### src/rtl/car_motion_controller.sv
// Car sprite motion for the four traffic lanes: moves cars once per frame
// (or per FRAME_DIV frames) during vertical blanking and flags frog/car overlap.
module car_motion_controller #(
   parameter int         TILE_SIZE      = 32,
   parameter int         H_VISIBLE_AREA = 640,
   parameter int         FRAME_DIV      = 1,
   parameter logic [8:0] LANE_Y_0       = 9'd128,
   parameter logic [8:0] LANE_Y_1       = 9'd192,
   parameter logic [8:0] LANE_Y_2       = 9'd256,
   parameter logic [8:0] LANE_Y_3       = 9'd320,
   parameter logic [9:0] INIT_X_0       = 10'd0,
   parameter logic [9:0] INIT_X_1       = 10'd160,
   parameter logic [9:0] INIT_X_2       = 10'd320,
   parameter logic [9:0] INIT_X_3       = 10'd480,
   parameter logic [3:0] LANE_SPEED_0   = 4'd1,
   parameter logic [3:0] LANE_SPEED_1   = 4'd2,
   parameter logic [3:0] LANE_SPEED_2   = 4'd1,
   parameter logic [3:0] LANE_SPEED_3   = 4'd3
) (
   input  logic       i_Clk,
   input  logic       i_Rst_n,
   input  logic       i_VGA_VSync,
   input  logic       i_Enable,
   input  logic       i_Restart,
   input  logic       i_Level_Up,
   input  logic [9:0] i_Frog_X,
   input  logic [9:0] i_Frog_Y,
   output logic [9:0] o_Car_1X_Position,
   output logic [9:0] o_Car_2X_Position,
   output logic [9:0] o_Car_3X_Position,
   output logic [9:0] o_Car_4X_Position,
   output logic [8:0] o_Car_1Y_Position,
   output logic [8:0] o_Car_2Y_Position,
   output logic [8:0] o_Car_3Y_Position,
   output logic [8:0] o_Car_4Y_Position,
   output logic       o_Collision,
   output logic [2:0] o_Level
);

   typedef enum logic [1:0] {
      S_IDLE  = 2'd0,
      S_WAIT  = 2'd1,
      S_MOVE  = 2'd2,
      S_CHECK = 2'd3
   } state_t;

   localparam logic [10:0] H_W      = 11'(H_VISIBLE_AREA);
   localparam logic [10:0] TILE     = 11'(TILE_SIZE);
   localparam logic [3:0]  DIV_LAST = 4'(FRAME_DIV - 1);

   state_t     state_r;
   state_t     state_s;
   logic       vs_meta_r;
   logic       vs_sync_r;
   logic       vs_prev_r;
   logic       tick_r;
   logic [3:0] div_r;
   logic [2:0] level_r;
   logic [2:0] move_level_r;
   logic [1:0] lane_r;
   logic [9:0] car_x_r [4];
   logic [8:0] car_y_s [4];
   logic       collision_r;
   logic       step_issue_s;
   logic       enter_move_s;
   logic [3:0] step_s;
   logic       any_hit_s;

   function automatic logic [9:0] init_x(input logic [1:0] idx);
      case (idx)
         2'd0:    init_x = INIT_X_0;
         2'd1:    init_x = INIT_X_1;
         2'd2:    init_x = INIT_X_2;
         default: init_x = INIT_X_3;
      endcase
   endfunction

   function automatic logic [3:0] lane_speed(input logic [1:0] idx);
      case (idx)
         2'd0:    lane_speed = LANE_SPEED_0;
         2'd1:    lane_speed = LANE_SPEED_1;
         2'd2:    lane_speed = LANE_SPEED_2;
         default: lane_speed = LANE_SPEED_3;
      endcase
   endfunction

   // Even lanes move right, odd lanes move left; both wrap at the visible width.
   function automatic logic [9:0] move_x(input logic [9:0] x, input logic [3:0] step,
                                         input logic right);
      logic [10:0] x11;
      logic [10:0] s11;
      logic [10:0] res;
      x11 = {1'b0, x};
      s11 = {7'd0, step};
      if (right) begin
         res = x11 + s11;
         if (res >= H_W) begin
            res = res - H_W;
         end else begin
            res = res;
         end
      end else begin
         if (x11 < s11) begin
            res = x11 + H_W - s11;
         end else begin
            res = x11 - s11;
         end
      end
      return 10'(res);
   endfunction

   function automatic logic overlap(input logic [9:0] fx, input logic [9:0] fy,
                                    input logic [9:0] cx, input logic [8:0] cy);
      logic [10:0] fx11;
      logic [10:0] fy11;
      logic [10:0] cx11;
      logic [10:0] cy11;
      fx11 = {1'b0, fx};
      fy11 = {1'b0, fy};
      cx11 = {1'b0, cx};
      cy11 = {2'b00, cy};
      return (fx11 < cx11 + TILE) && (cx11 < fx11 + TILE) &&
             (fy11 < cy11 + TILE) && (cy11 < fy11 + TILE);
   endfunction

   assign car_y_s[0] = LANE_Y_0;
   assign car_y_s[1] = LANE_Y_1;
   assign car_y_s[2] = LANE_Y_2;
   assign car_y_s[3] = LANE_Y_3;

   assign step_issue_s = (state_r == S_WAIT) && tick_r && (div_r == DIV_LAST);
   assign enter_move_s = step_issue_s && i_Enable;
   assign step_s       = lane_speed(lane_r) + {1'b0, move_level_r};

   // VSync synchroniser and registered falling-edge frame tick
   always_ff @(posedge i_Clk or negedge i_Rst_n) begin
      if (!i_Rst_n) begin
         vs_meta_r <= 1'b1;
         vs_sync_r <= 1'b1;
         vs_prev_r <= 1'b1;
         tick_r    <= 1'b0;
      end else begin
         vs_meta_r <= i_VGA_VSync;
         vs_sync_r <= vs_meta_r;
         vs_prev_r <= vs_sync_r;
         tick_r    <= vs_prev_r & ~vs_sync_r;
      end
   end

   // FSM state register
   always_ff @(posedge i_Clk or negedge i_Rst_n) begin
      if (!i_Rst_n) begin
         state_r <= S_IDLE;
      end else begin
         state_r <= state_s;
      end
   end

   // FSM next-state logic; a started move sequence always runs to completion
   always_comb begin
      state_s = state_r;
      if (i_Restart) begin
         state_s = S_IDLE;
      end else begin
         case (state_r)
            S_IDLE:  state_s = i_Enable ? S_WAIT : S_IDLE;
            S_WAIT: begin
               if (!i_Enable) begin
                  state_s = S_IDLE;
               end else if (step_issue_s) begin
                  state_s = S_MOVE;
               end else begin
                  state_s = S_WAIT;
               end
            end
            S_MOVE:  state_s = (lane_r == 2'd3) ? S_CHECK : S_MOVE;
            S_CHECK: state_s = i_Enable ? S_WAIT : S_IDLE;
            default: state_s = S_IDLE;
         endcase
      end
   end

   // Frame divider, level counter and lane sequencing
   always_ff @(posedge i_Clk or negedge i_Rst_n) begin
      if (!i_Rst_n) begin
         div_r        <= 4'd0;
         level_r      <= 3'd0;
         move_level_r <= 3'd0;
         lane_r       <= 2'd0;
      end else if (i_Restart) begin
         div_r        <= 4'd0;
         level_r      <= 3'd0;
         move_level_r <= 3'd0;
         lane_r       <= 2'd0;
      end else begin
         if ((state_r == S_WAIT) && tick_r) begin
            div_r <= (div_r == DIV_LAST) ? 4'd0 : div_r + 4'd1;
         end
         if (i_Level_Up && (level_r != 3'd7)) begin
            level_r <= level_r + 3'd1;
         end
         // Level is frozen for the whole sequence so all lanes use the same value
         if (enter_move_s) begin
            move_level_r <= level_r;
            lane_r       <= 2'd0;
         end else if (state_r == S_MOVE) begin
            lane_r <= lane_r + 2'd1;
         end
      end
   end

   // Car X positions, one lane per cycle while moving
   always_ff @(posedge i_Clk or negedge i_Rst_n) begin
      if (!i_Rst_n) begin
         for (int i = 0; i < 4; i++) car_x_r[i] <= init_x(2'(i));
      end else if (i_Restart) begin
         for (int i = 0; i < 4; i++) car_x_r[i] <= init_x(2'(i));
      end else if (state_r == S_MOVE) begin
         car_x_r[lane_r] <= move_x(car_x_r[lane_r], step_s, ~lane_r[0]);
      end
   end

   // Overlap of the frog against every car
   always_comb begin
      any_hit_s = 1'b0;
      for (int i = 0; i < 4; i++) begin
         any_hit_s = any_hit_s | overlap(i_Frog_X, i_Frog_Y, car_x_r[i], car_y_s[i]);
      end
   end

   // Collision pulse, raised for the cycle after the check state
   always_ff @(posedge i_Clk or negedge i_Rst_n) begin
      if (!i_Rst_n) begin
         collision_r <= 1'b0;
      end else if (i_Restart) begin
         collision_r <= 1'b0;
      end else begin
         collision_r <= (state_r == S_CHECK) && any_hit_s;
      end
   end

   assign o_Car_1X_Position = car_x_r[0];
   assign o_Car_2X_Position = car_x_r[1];
   assign o_Car_3X_Position = car_x_r[2];
   assign o_Car_4X_Position = car_x_r[3];
   assign o_Car_1Y_Position = car_y_s[0];
   assign o_Car_2Y_Position = car_y_s[1];
   assign o_Car_3Y_Position = car_y_s[2];
   assign o_Car_4Y_Position = car_y_s[3];
   assign o_Collision       = collision_r;
   assign o_Level           = level_r;

endmodule
### config.mk
export PLATFORM = sky130hd
export DESIGN_NAME = car_motion_controller
export DESIGN_NICKNAME = d
export VERILOG_FILES = /design/src/rtl/car_motion_controller.sv
export SDC_FILE = /design/constraint.sdc
export NUM_CORES = 1
export LEC_CHECK = 0
export CAP_MARGIN = 30
export CORE_UTILIZATION = 55
export DETAILED_ROUTE_END_ITERATION = 8
export HOLD_SLACK_MARGIN = 0.06
export PLACE_DENSITY = 0.83
export RECOVER_POWER = 100
export SKIP_CTS_REPAIR_TIMING = 1
export SYNTH_ARGS = -nofsm -noshare
export SYNTH_HDL_FRONTEND = slang
export SYNTH_SLANG_ARGS = --single-unit
export TNS_END_PERCENT = 5
### constraint.sdc
create_clock -name i_Clk -period 5.6 [get_ports i_Clk]
set_input_delay 0.56 -clock i_Clk [delete_from_list [all_inputs] [get_ports i_Clk]]
set_output_delay 0.56 -clock i_Clk [all_outputs]
set_load 0.05 [all_outputs]
Word-level counts from Yosys, hierarchy flattened
Cells that the tools add are included.
- register bits after elaboration: 59
- latch bits: 0
- memory bits (writable): 0
- memory bits (read-only): 0
- input port bits: 26
- memories kept: 0
- $add $sub $neg: 15
- $mul: 0
- div/mod/pow operators: 0
- magnitude comparators: 20
- equality and inequality tests: 7
- shifts and indexed selects: 0
- muxes and demuxes: 31
- bitwise operators: 6
- reductions and logical operators: 28
- operator list (cell ; number):
    $lt 10x11->1 ; 8
    $mux 10 ; 8
    $mux 40 ; 2
    $add 10x6->11 const B ; 6
    $bwmux 40 ; 1
    $lt 8x11->1 const A ; 2
    $lt 9x11->1 const A ; 2
    $bmux 10 s2 ; 1
    $demux 10 s2 ; 1
    $lt 10x8->1 const B ; 2
    $lt 10x9->1 const B ; 2
    $sub 10x4->10 ; 2
    $logic_and 1x1->1 ; 18
    $mux 2 ; 6
    $mux 3 ; 4
    $mux 4 ; 3
    $add 10x4->11 ; 1
    $ge 11x10->1 const B ; 1
    $add 10x10->10 const B ; 1
    $lt 10x4->1 ; 1
    $sub 10x10->10 const B ; 1
    $eq 2x2->1 const B ; 4
    $reduce_bool 2->1 ; 4
    $pmux 2 s3 ; 1
    other kinds (18) ; 25

Longest topological paths before layout
Gate-level depths: netlist (run 1).
- word-level depth: 13
- depth in mapped cells: 19

Worst setup path after synthesis (run 1)
No wires, ideal clock.
- path kind: reg2reg
- start: register lane_r[1]
- end: register car_x_r, in the netlist o_Car_1X_Position[7]
- library setup time: 75 ps
- arrival: 4047 ps
- setup slack: 1479 ps
- cell stages (with the launch flop): 18
- path buffers: 1
- period minus slack after synthesis: 4121 ps
- cell sequence: dfrtp_1 > buf_4 > inv_1 > ha_1 > or2_2 > fa_1 > ha_1 > inv_1 > ha_1 > inv_1 > fa_1 > o21ba_2 > o21ba_2 > o31ai_1 > xnor2_1 > a21oi_2 > a211o_1 > a21oi_2
- longest elaborated chain between the ends: 13
- elaborated cells between the ends (all ways): 30
- classes of those cells: add/sub (6); order compare (4); eq/ne (2); mux (14); bitwise (1); reduce/logical (3)
- ends and longest elaborated chain (element ; RTL line ; source):
    start, declared ; 60 ; logic [1:0] lane_r;
    start signal, assigned ; 207 ; lane_r <= lane_r + 2'd1;
    $eq 2x2->1, or another cell as far along ; 79 ; case (idx)
    $reduce_or 2->1 (no source line) or $bmux 10 s2 (tied branches) ; - ;
    $pmux 2 s2 or $mux 10 (tied branches) ; 79, 219 ;
    $add 4x3->4 or $mux 10 (tied branches) ; 133, 219 ;
    $add 10x4->11 or $add 10x10->10 (tied branches) ; 96, 104 ;
    $sub 10x10->10, or another cell as far along ; 98 ; res = res - H_W;
    $mux 10 (on tied branches) ; 97, 103 ;
    $mux 10 ; 95 ; if (right) begin
    $mux 10 ; 218 ; end else if (state_r == S_MOVE) begin
    $mux 10 ; 216 ; end else if (i_Restart) begin
    $bwmux 40 (*) ; 219 ; car_x_r[lane_r] <= move_x(car_x_r[lane_r], step_s, ~lane_r[0]);
    $mux 40 (*) ; 218 ;
    $mux 40 (*) ; 216 ;
    end signal, assigned by index ; 219 ;
    end, declared ; 61 ; logic [9:0] car_x_r [4];
Mark *: on every way between the ends. The rest lies on a longest branch, timed or not. The select of a mux whose other input is x is not followed.
A chain may end at the register's enable or synchronous reset.

Worst setup path in the final report (run 1)
- start: register lane_r[1]
- end: register car_x_r, in the netlist o_Car_3X_Position[9]
Same word-level chain as after synthesis.

==> impl_results.md, run 1 <==
* H-tree depth at 3
* Required @ worst endpoint at 5.77 ns
* Crit end category: register
* Async SR Flop Fraction at 100%
* Die extent in x at 111 um
* Main combinational cell family by area after synthesis: adder cells
* Core Area at 11,500 sq um
* Final ANT Viol Nets at 0
* Net count reported at finish at 950
* Vias in the first global route at 5,633
* Post-synthesis compound-gate area fraction at 20.1%
* RSZ-0062 raised after global routing: false
* Setup TNS at 0 ns
* Number of synthesis warnings at 0
* Clock buffer count from CTS at 9
* Hold crit path type: register to register
* Power per cell area at 164 nW/um^2
* Peak Freq at 207 MHz
* WL met3 at 1540 um
* Bufs on Longest Clock Path at 2
* Yosys top cell by area: ha_1
* Clk slew on worst S/H paths at 0.06 ns
* Post-Synth Adder-Cell Area at 23.8%
* Synth cell types at 72
* DP Wirelength at 13,200 um
* Met1 wire length at 7070 um
* WL/cell at 18.3 um
* Proportion of layout cells with a drive suffix above 1 at 6.06%
* Number of synthesized flops with an enable pin at 0
* Initial core utilization at 56.7%
* Mapped Avg Cell Area at 8.78 sq um
* Top-Level Pins at 106
* Post-synth top cells: ha_1 (116), inv_1 (65), a21oi_1 (60)
* Synth area leaders: ha_1 (22%), dfrtp_1 (18%), a21oi_1 (4.6%)
* Clk root buf: clkbuf_16
* Gp weighted congestion at 0.957
* Leakage at 3.33 nW
* Share of the synthesized area in the top cell type at 22.2%
* Flops & latches, synth at 59
* Minimum clock period at 4.84 ns
* Total Die Area at 12,300 sq um
* # port buffers at 69
* Vias/cell at 6.13
* Final setup vio count at 0
* Simple logic cell fraction of the synthesized area at 14.5%
* Top Metal Used: met4
* Post-Synthesis Cells at 744
* First-pass GRT wire length at 28,200 um
* Post-synth top flop: dfrtp_1
* Initial antenna violation count at 0
* GRT Total Usage at 29.0%
* Max Cap Viol at 2
* Post-Syn Area at 6530 sq um
* DR DRC count at 19
* Fin crit share at 86.3%
* DR pass1 iterations at 7
* XOR/XNOR Fraction of Synth Area at 4.68%
* Crit path DAT at 5.01 ns
* Crit start category: register
* Total gr overflow at 0
* Final hold violation count at 0
* Count leader, synth: ha_1
* Die height at 111 um
* Post-synthesis sequential area ratio at 22.8%
* Pin count of the biggest net entering global routing at 60
* Run status: finished with violations
* Worst VDD drop at 180 uV
* Num rows at 39
* Via count at 5,827
* WL met2 at 8430 um
* Routed WL at 17,400 um
* Max Slew Vio Count at 108
* TritonCTS clock tree: yes
* Slew @ Worst Pin at 3.10 ns
* Worst Skew at 0.0106 ns
* Post-Layout Cell Count at 951
* # diodes at 0
* Area Growth Syn to Fin at 14.0%
* Fillers at 945
* Clk Latency, worst-skew pair at 0.34 ns
* Multiplexer share of the synthesized area at 4.39%
* Failing checks: design-rule violations, max-capacitance violations, max-slew violations
* CP Class: register to register
* Clk sinks at 59
* Crit-path max FO at 15
* Dpl cells at 935
* Initial detailed-routing violation count at 534
* Slew margin rel. at -107%
-- layout by cell type (no fill, tap or decap), drive strengths merged, types with 7 or more instances in the layout --
cell type      instances
a21o                  10
nor2                  47
clkbuf                14
o21ai                 33
dfstp                 11
nand2b                18
o21a                   7
clkdlybuf4s50         22
conb                  36
o211ai                 9
a21oi                 63
mux2i                  8
inv                   66
ha                   116
dlygate4sd3           46
xor2                  14
dfrtp                 48
a211oi                26
nor3                  11
nand2                 47
mux4                   9
nand3                 21
xnor2                 20
and2                   9
nor2b                 11
-- path summary, 6_finish.rpt --
check	start	end	slack, ns	cells past startpoint
setup / recovery	lane_r[1]$_DFFE_PN0P_	o_Car_3X_Position[9]$_DFFE_PN0P_	0.76	14
hold / removal	vs_meta_r$_DFF_PN1_	vs_sync_r$_DFF_PN1_	0.36	0
setup reg to reg	lane_r[1]$_DFFE_PN0P_	o_Car_3X_Position[9]$_DFFE_PN0P_	0.76	14
hold reg to reg	vs_meta_r$_DFF_PN1_	vs_sync_r$_DFF_PN1_	0.36	0
max in group asynchronous	i_Rst_n	o_Car_1X_Position[7]$_DFFE_PN0P_	2.49	2
min in group asynchronous	i_Rst_n	o_Level[0]$_DFFE_PN0P_	1.33	2
-- registers in the layout (all words and copies together) (netlist names) --
name               count
div_r                  4
lane_r                 2
move_level_r           3
o_Car_1X_Position     10
o_Car_2X_Position     10
o_Car_3X_Position     10
o_Car_4X_Position     10
o_Collision            1
o_Level                3
state_r                2
tick_r                 1
vs_meta_r              1
vs_prev_r              1
vs_sync_r              1
-- report_power, final --
| group | internal, mW | total [mW] | switching (mW) |
|---|---|---|---|
| sequential | 0.432 | 0.435 | 0.00375 |
| combinational | 0.0659 | 0.214 | 0.148 |
| clock | 0.368 | 0.568 | 0.201 |
-- per-layer routing --
metal / up-vias / track usage [%]
li1: 2693 / -
met1: 2773 / 36.8
met2: 315 / 49.0
met3: 46 / 6.40
met4: 0 / 9.59
met5: - / 0
-- critical path, cell delays in order (launching register included) --
cell and delay (ns):
dfrtp_1 0.81, inv_1 0.19, ha_1 0.25, or2_2 0.31
ha_1 0.29, a21o_1 0.17, and2_0 0.23, ha_1 0.47
o311ai_1 0.54, a21boi_0 0.20, o21a_1 0.34, inv_1 0.18
mux2i_1 0.10, a211oi_1 0.46, a21oi_1 0.13
-- area by class of cell --
class | instances | area, sq um | area share, %
Multi-Input combinational cell | 594 | 4510 | 60.7
Tap cell | 143 | 179 | 2.40
Sequential cell | 59 | 1490 | 20.0
Timing Repair Buffer | 72 | 701 | 9.41
Clock inverter | 4 | 50.0 | 0.672
Clock buffer | 12 | 256 | 3.45
Inverter | 67 | 251 | 3.38
-- cell families (layout without fill, tap and decap cells) --
| group | after synthesis | in the layout |
|---|---|---|
| muxes | 17 | 17 |
| adders and majority gates | 121 | 121 |
| other | 2 | 36 |
| AOI/OAI and AO/OA | 196 | 196 |
| DFF | 59 | 59 |
| and+or+nand+nor | 190 | 190 |
| xor gates and xnor gates | 34 | 34 |
| buffers and inverters | 125 | 155 |
-- stage by stage --
step | total power [mW] | setup slack (ns) | instance area [sq um] | hold WS [ns] | utilization (%)
floorplan | 0.610 | 1.48 | 6660 | 0.264 | -
global placement | 0.645 | 1.07 | 7170 | 0.351 | 62.2
detailed placement | 0.655 | 0.927 | 7170 | 0.353 | 62.2
CTS | 1.22 | 0.876 | 7470 | 0.361 | 64.9
global route | 1.26 | 0.363 | 7440 | 0.360 | 64.6
finish | 1.22 | 0.765 | 7440 | 0.360 | 64.6
No activity file was read; power rests on OpenSTA's default activity.
==> run 2: changes to the inputs <==
GPL_TIMING_DRIVEN = 0   (was default)
==> run 2 against run 1 <==
Against the previous run:
- the flow still finishes with violations (design-rule violations, max-capacitance violations, max-slew violations)
- combinational power up 9%
- critical path depth unchanged
- clock skew decreased by 0.0019 ns
- sequential share of layout area down 0.84 points
- utilization up 2.8 points
- clock power is 3.7% lower
==> impl_results.md, run 2 (synthesized netlist as in run 1, its figures left out) <==
* CP Class: register to register
* Fin crit share at 89.8%
* Final setup vio count at 0
* Max Cap Viol at 2
* Post-Layout Cell Count at 1,005
* Area Growth Syn to Fin at 19.0%
* Slew @ Worst Pin at 1.64 ns
* Num rows at 39
* Slew margin rel. at -9.16%
* Total Die Area at 12,300 sq um
* Crit start category: register
* TritonCTS clock tree: yes
* Initial antenna violation count at 0
* Routed WL at 17,200 um
* NetSw at 0.357 mW
* Top-Level Pins at 106
* Clk network pwr share at 45.0%
* Total gr overflow at 0
* Peak Freq at 199 MHz
* Clk slew on worst S/H paths at 0.06 ns
* Worst Setup EP: o_Car_3X_Position[2]$_DFFE_PN0P_
* Initial core utilization at 56.7%
* Reg2reg end: o_Car_3X_Position[2]$_DFFE_PN0P_
* Run status: finished with violations
* WL/cell at 17.2 um
* Fillers at 971
* Crit-path max FO at 10
* DR DRC count at 17
* Minimum clock period at 5.03 ns
* Max Slew Vio Count at 62
* Die extent in x at 111 um
* Reg2Reg Depth at 14
* Commonest non-fill, non-tap cell in the layout: ha_1
* # port buffers at 67
* Dpl cells at 989
* Worst Skew at 0.00877 ns
* Die height at 111 um
* Seq pwr share at 35.8%
* Clock buffer count from CTS at 9
* Hold crit path type: register to register
* R2R setup slack at 0.57 ns
* Crit end category: register
* Core Area at 11,500 sq um
* Fin worst setup slack at 0.571 ns
* Power per cell area at 156 nW/um^2
* Final ANT Viol Nets at 0
* Failing checks: design-rule violations, max-capacitance violations, max-slew violations
* RSZ-0062 raised after global routing: false
* P_int at 0.858 mW
* Gp weighted congestion at 0.910
* Sw Share at 29.4%
* Via count at 5,849
* Leakage at 3.54 nW
* Crit path DAT at 5.21 ns
* DR pass1 iterations at 7
* Net count reported at finish at 1,004
* Setup WS pre-CTS at 0.834 ns
* Clk sinks at 59
* Vias in the first global route at 5,406
* Required @ worst endpoint at 5.78 ns
* Initial detailed-routing violation count at 506
* DP Wirelength at 13,300 um
* Vias/cell at 5.82
* GRT Total Usage at 28.6%
* Worst hold margin at 0.356 ns
* Worst VDD drop at 162 uV
* Bufs on Longest Clock Path at 2
* Combinational share of power at 19.2%
* Reg2reg start: lane_r[0]$_DFFE_PN0P_
* First-pass GRT wire length at 27,700 um
* Clk Latency, worst-skew pair at 0.34 ns
* Setup TNS at 0 ns
* # diodes at 0
* Clk root buf: clkbuf_16
* Final hold violation count at 0
* Worst setup path startpoint: lane_r[0]$_DFFE_PN0P_
* Most frequent cells in the layout: ha_1 (116), inv_1 (65), a21oi_1 (63)
* Proportion of layout cells with a drive suffix above 1 at 10.1%
* H-tree depth at 3
* Pin count of the biggest net entering global routing at 32
==> run 2: layout make-up <==
type	count	area, sq um	area share, %
multi-input cells	594	4510	58.0
flip-flops and latches	59	1490	19.2
repair buffers	68	668	8.60
plain buffers	58	378	4.86
inverters	67	251	3.24
clock buffers	10	229	2.95
well taps	143	179	2.30
clock inverters	6	66.3	0.854
==> run 2: worst min path at each step <==
stage	slack, ns	from	cells past startpoint	to
3_5_place_dp	0.35	vs_meta_r$_DFF_PN1_	0	vs_sync_r$_DFF_PN1_
2_1_floorplan	0.26	i_Rst_n	0	div_r[0]$_DFFE_PN0P_
5_1_grt	0.36	vs_meta_r$_DFF_PN1_	0	vs_sync_r$_DFF_PN1_
6_report	0.36	vs_meta_r$_DFF_PN1_	0	vs_sync_r$_DFF_PN1_
3_3_place_gp	0.35	vs_meta_r$_DFF_PN1_	0	vs_sync_r$_DFF_PN1_
4_1_cts	0.29	i_Rst_n	1	o_Level[1]$_DFFE_PN0P_
==> run 2: stage by stage <==
stage | power (mW) | instance area [sq um] | utilization (%)
6_report | 1.22 | 7770 | 67.5
5_1_grt | 1.26 | 7770 | 67.5
4_1_cts | 1.22 | 7820 | 67.9
3_5_place_dp | 0.674 | 7520 | 65.3
3_3_place_gp | 0.669 | 7510 | 65.2
2_1_floorplan | 0.610 | 6660 | -
==> run 2: worst max-delay path, stage by stage (launching register included) <==
cell,delay (ns)
dfrtp_1,0.42
buf_6,0.17
clkbuf_1,0.48
clkbuf_1,0.58
mux4_2,0.41
inv_1,0.07
fa_1,0.46
o311ai_0,0.83
a21boi_0,0.22
o21a_1,0.26
buf_4,0.19
nor2_1,0.10
a211oi_1,0.05
a31oi_1,0.44
a211oi_1,0.18
==> run 2: routing by layer <==
metal,up-vias,share of wire [%],track usage (%)
met5,-,0,0
met4,0,2.6,10.4
met3,46,8.1,5.63
met2,285,46,45.8
met1,2708,44,38.3
li1,2810,-,-
==> run 2: power by group through the flow <==
stage | combinational (mW) | clock, mW | sequential [mW]
2_1_floorplan | 0.162 | 0 | 0.448
3_3_place_gp | 0.227 | 0 | 0.442
3_5_place_dp | 0.232 | 0 | 0.442
4_1_cts | 0.234 | 0.552 | 0.435
5_1_grt | 0.253 | 0.574 | 0.436
6_report | 0.233 | 0.547 | 0.435
==> run 3: changes to the inputs <==
CORE_UTILIZATION = 40   (was 55)
CTS_CLUSTER_DIAMETER = 100   (was default)
PLACE_DENSITY = 0.64   (was 0.83)
==> run 3 against run 2 <==
Against the previous run:
- the run ends with max-capacitance violations, max-slew violations left
- final cell count rose by 7.3%
- clock skew rose by 0.0046 ns
- die area rose by 37%
- clock power fell by 3%
- critical path depth rose by 2
- global-route usage fell by 6.6 points
- worst setup slack improved by 0.091 ns
- sequential share of layout area fell by 0.23 points
==> impl_results.md, run 3 (synthesized netlist as in run 1, its figures left out) <==
* Crit start category: register
* Initial core utilization at 41.1%
* Sw Share at 30.7%
* Top-Level Pins at 106
* Vias in the first global route at 5,217
* Net count reported at finish at 1,004
* Power per cell area at 152 nW/um^2
* DR DRC count at 0
* Clk slew on worst S/H paths at 0.06 ns
* Final setup vio count at 0
* Gp weighted congestion at 0.922
* Num rows at 46
* Worst Skew at 0.0134 ns
* Total Die Area at 16,800 sq um
* Minimum clock period at 4.94 ns
* Setup TNS at 0 ns
* Seq pwr share at 36.4%
* Clk sinks at 59
* Crit path DAT at 5.11 ns
* Max Cap Viol at 1
* Required @ worst endpoint at 5.77 ns
* # diodes at 0
* Util after Layout at 49.5%
* # port buffers at 67
* Run status: finished with violations
* Final hold violation count at 0
* RSZ-0062 raised after global routing: false
* Clk Latency, worst-skew pair at 0.34 ns
* Via count at 5,679
* Proportion of layout cells with a drive suffix above 1 at 9.98%
* H-tree depth at 3
* DP Wirelength at 13,900 um
* Max Slew Vio Count at 40
* CP Class: register to register
* Worst VDD drop at 178 uV
* Die height at 130 um
* Routed WL at 17,600 um
* Vias/cell at 5.27
* Most frequent cells in the layout: ha_1 (116), inv_1 (65), a21oi_1 (63)
* First-pass GRT wire length at 28,300 um
* Final Instance Area at 7860 sq um
* Combinational share of power at 19.4%
* Crit-path max FO at 10
* Initial antenna violation count at 0
* Final ANT Viol Nets at 0
* Failing checks: max-capacitance violations, max-slew violations
* TritonCTS clock tree: yes
* Pin count of the biggest net entering global routing at 40
* Leakage at 3.54 nW
* Fillers at 1,573
* Clk root buf: clkbuf_16
* Slew margin rel. at -40.3%
* Area Growth Syn to Fin at 20.4%
* Crit end category: register
* Post-DP Area at 7610 sq um
* Setup WS pre-CTS at 0.842 ns
* Bufs on Longest Clock Path at 2
* Post-Layout Cell Count at 1,078
* Fin worst setup slack at 0.661 ns
* Hold crit path type: register to register
* Core Area at 15,900 sq um
* Commonest non-fill, non-tap cell in the layout: ha_1
* Total gr overflow at 0
* Slew @ Worst Pin at 2.10 ns
* Worst hold margin at 0.363 ns
* NetSw at 0.368 mW
* Fin crit share at 88.2%
* Dpl cells at 1,062
* DR pass1 iterations at 5
* Pwr Total at 1.20 mW
* WL/cell at 16.3 um
* GRT Total Usage at 22.0%
* Die extent in x at 130 um
* Peak Freq at 202 MHz
* P_int at 0.828 mW
* Clock buffer count from CTS at 9
* Clk network pwr share at 44.2%
* Initial detailed-routing violation count at 417
## run 3: changes by cell type in the layout (fill, tap and decap cells not counted), sizes merged
| cell | delta |
|---|---|
| inv | +2 |
| bufinv | -1 |
| clkbuf | +1 |
| clkinv | -1 |
| buf | -1 |
## run 3: final timing paths
path                                        from                          endpoint  slack, ns  cells after the start
min reg2reg                  vs_meta_r$_DFF_PN1_               vs_sync_r$_DFF_PN1_       0.36                      0
max reg2reg                lane_r[0]$_DFFE_PN0P_  o_Car_4X_Position[9]$_DFFE_PN0P_       0.66                     16
max                        lane_r[0]$_DFFE_PN0P_  o_Car_4X_Position[9]$_DFFE_PN0P_       0.66                     16
max in group asynchronous                i_Rst_n  o_Car_4X_Position[9]$_DFFE_PN0P_       2.63                      2
min                          vs_meta_r$_DFF_PN1_               vs_sync_r$_DFF_PN1_       0.36                      0
min in group asynchronous                i_Rst_n            o_Level[1]$_DFFE_PN0P_       0.42                      1
## run 3: critical path: stages (launching register included)
cell and delay [ns]:
dfrtp_1 0.42, buf_6 0.18, clkbuf_1 0.53, clkbuf_1 0.59, mux4_2 0.48, ha_1 0.35, inv_1 0.07, ha_1 0.16
inv_1 0.05, fa_1 0.41, o21ba_1 0.21, o21ai_0 0.18, a21oi_1 0.11, xor2_1 0.16, mux2i_1 0.10, a211oi_1 0.58
a21oi_1 0.17
## run 3: power by group through the flow
stage	Combinational, mW	Clock [mW]	Sequential [mW]
final	0.232	0.529	0.435
after CTS	0.234	0.533	0.435
after global placement	0.230	0	0.442
after global routing	0.257	0.551	0.435
after floorplan	0.162	0	0.448
after detailed placement	0.233	0	0.442
## run 3: final cells by class
| cell class | count | area (sq um) | share of cell area [%] |
|---|---|---|---|
| Timing Repair Buffer | 68 | 668 | 8.50 |
| Tap cell | 216 | 270 | 3.44 |
| Multi-Input combinational cell | 594 | 4520 | 57.5 |
| Clock buffer | 10 | 239 | 3.04 |
| Buffer | 58 | 374 | 4.76 |
| Sequential cell | 59 | 1490 | 19.0 |
| Clock inverter | 6 | 48.8 | 0.621 |
| Inverter | 67 | 251 | 3.20 |
## run 3: per-layer routing
layer / GRT usage (%) / vias up / share of wire, %
met5: 0 / - / 0
met4: 4.31 / 0 / 1.2
met3: 4.22 / 17 / 7.0
met2: 35.0 / 194 / 45
met1: 31.1 / 2660 / 47
li1: - / 2808 / -
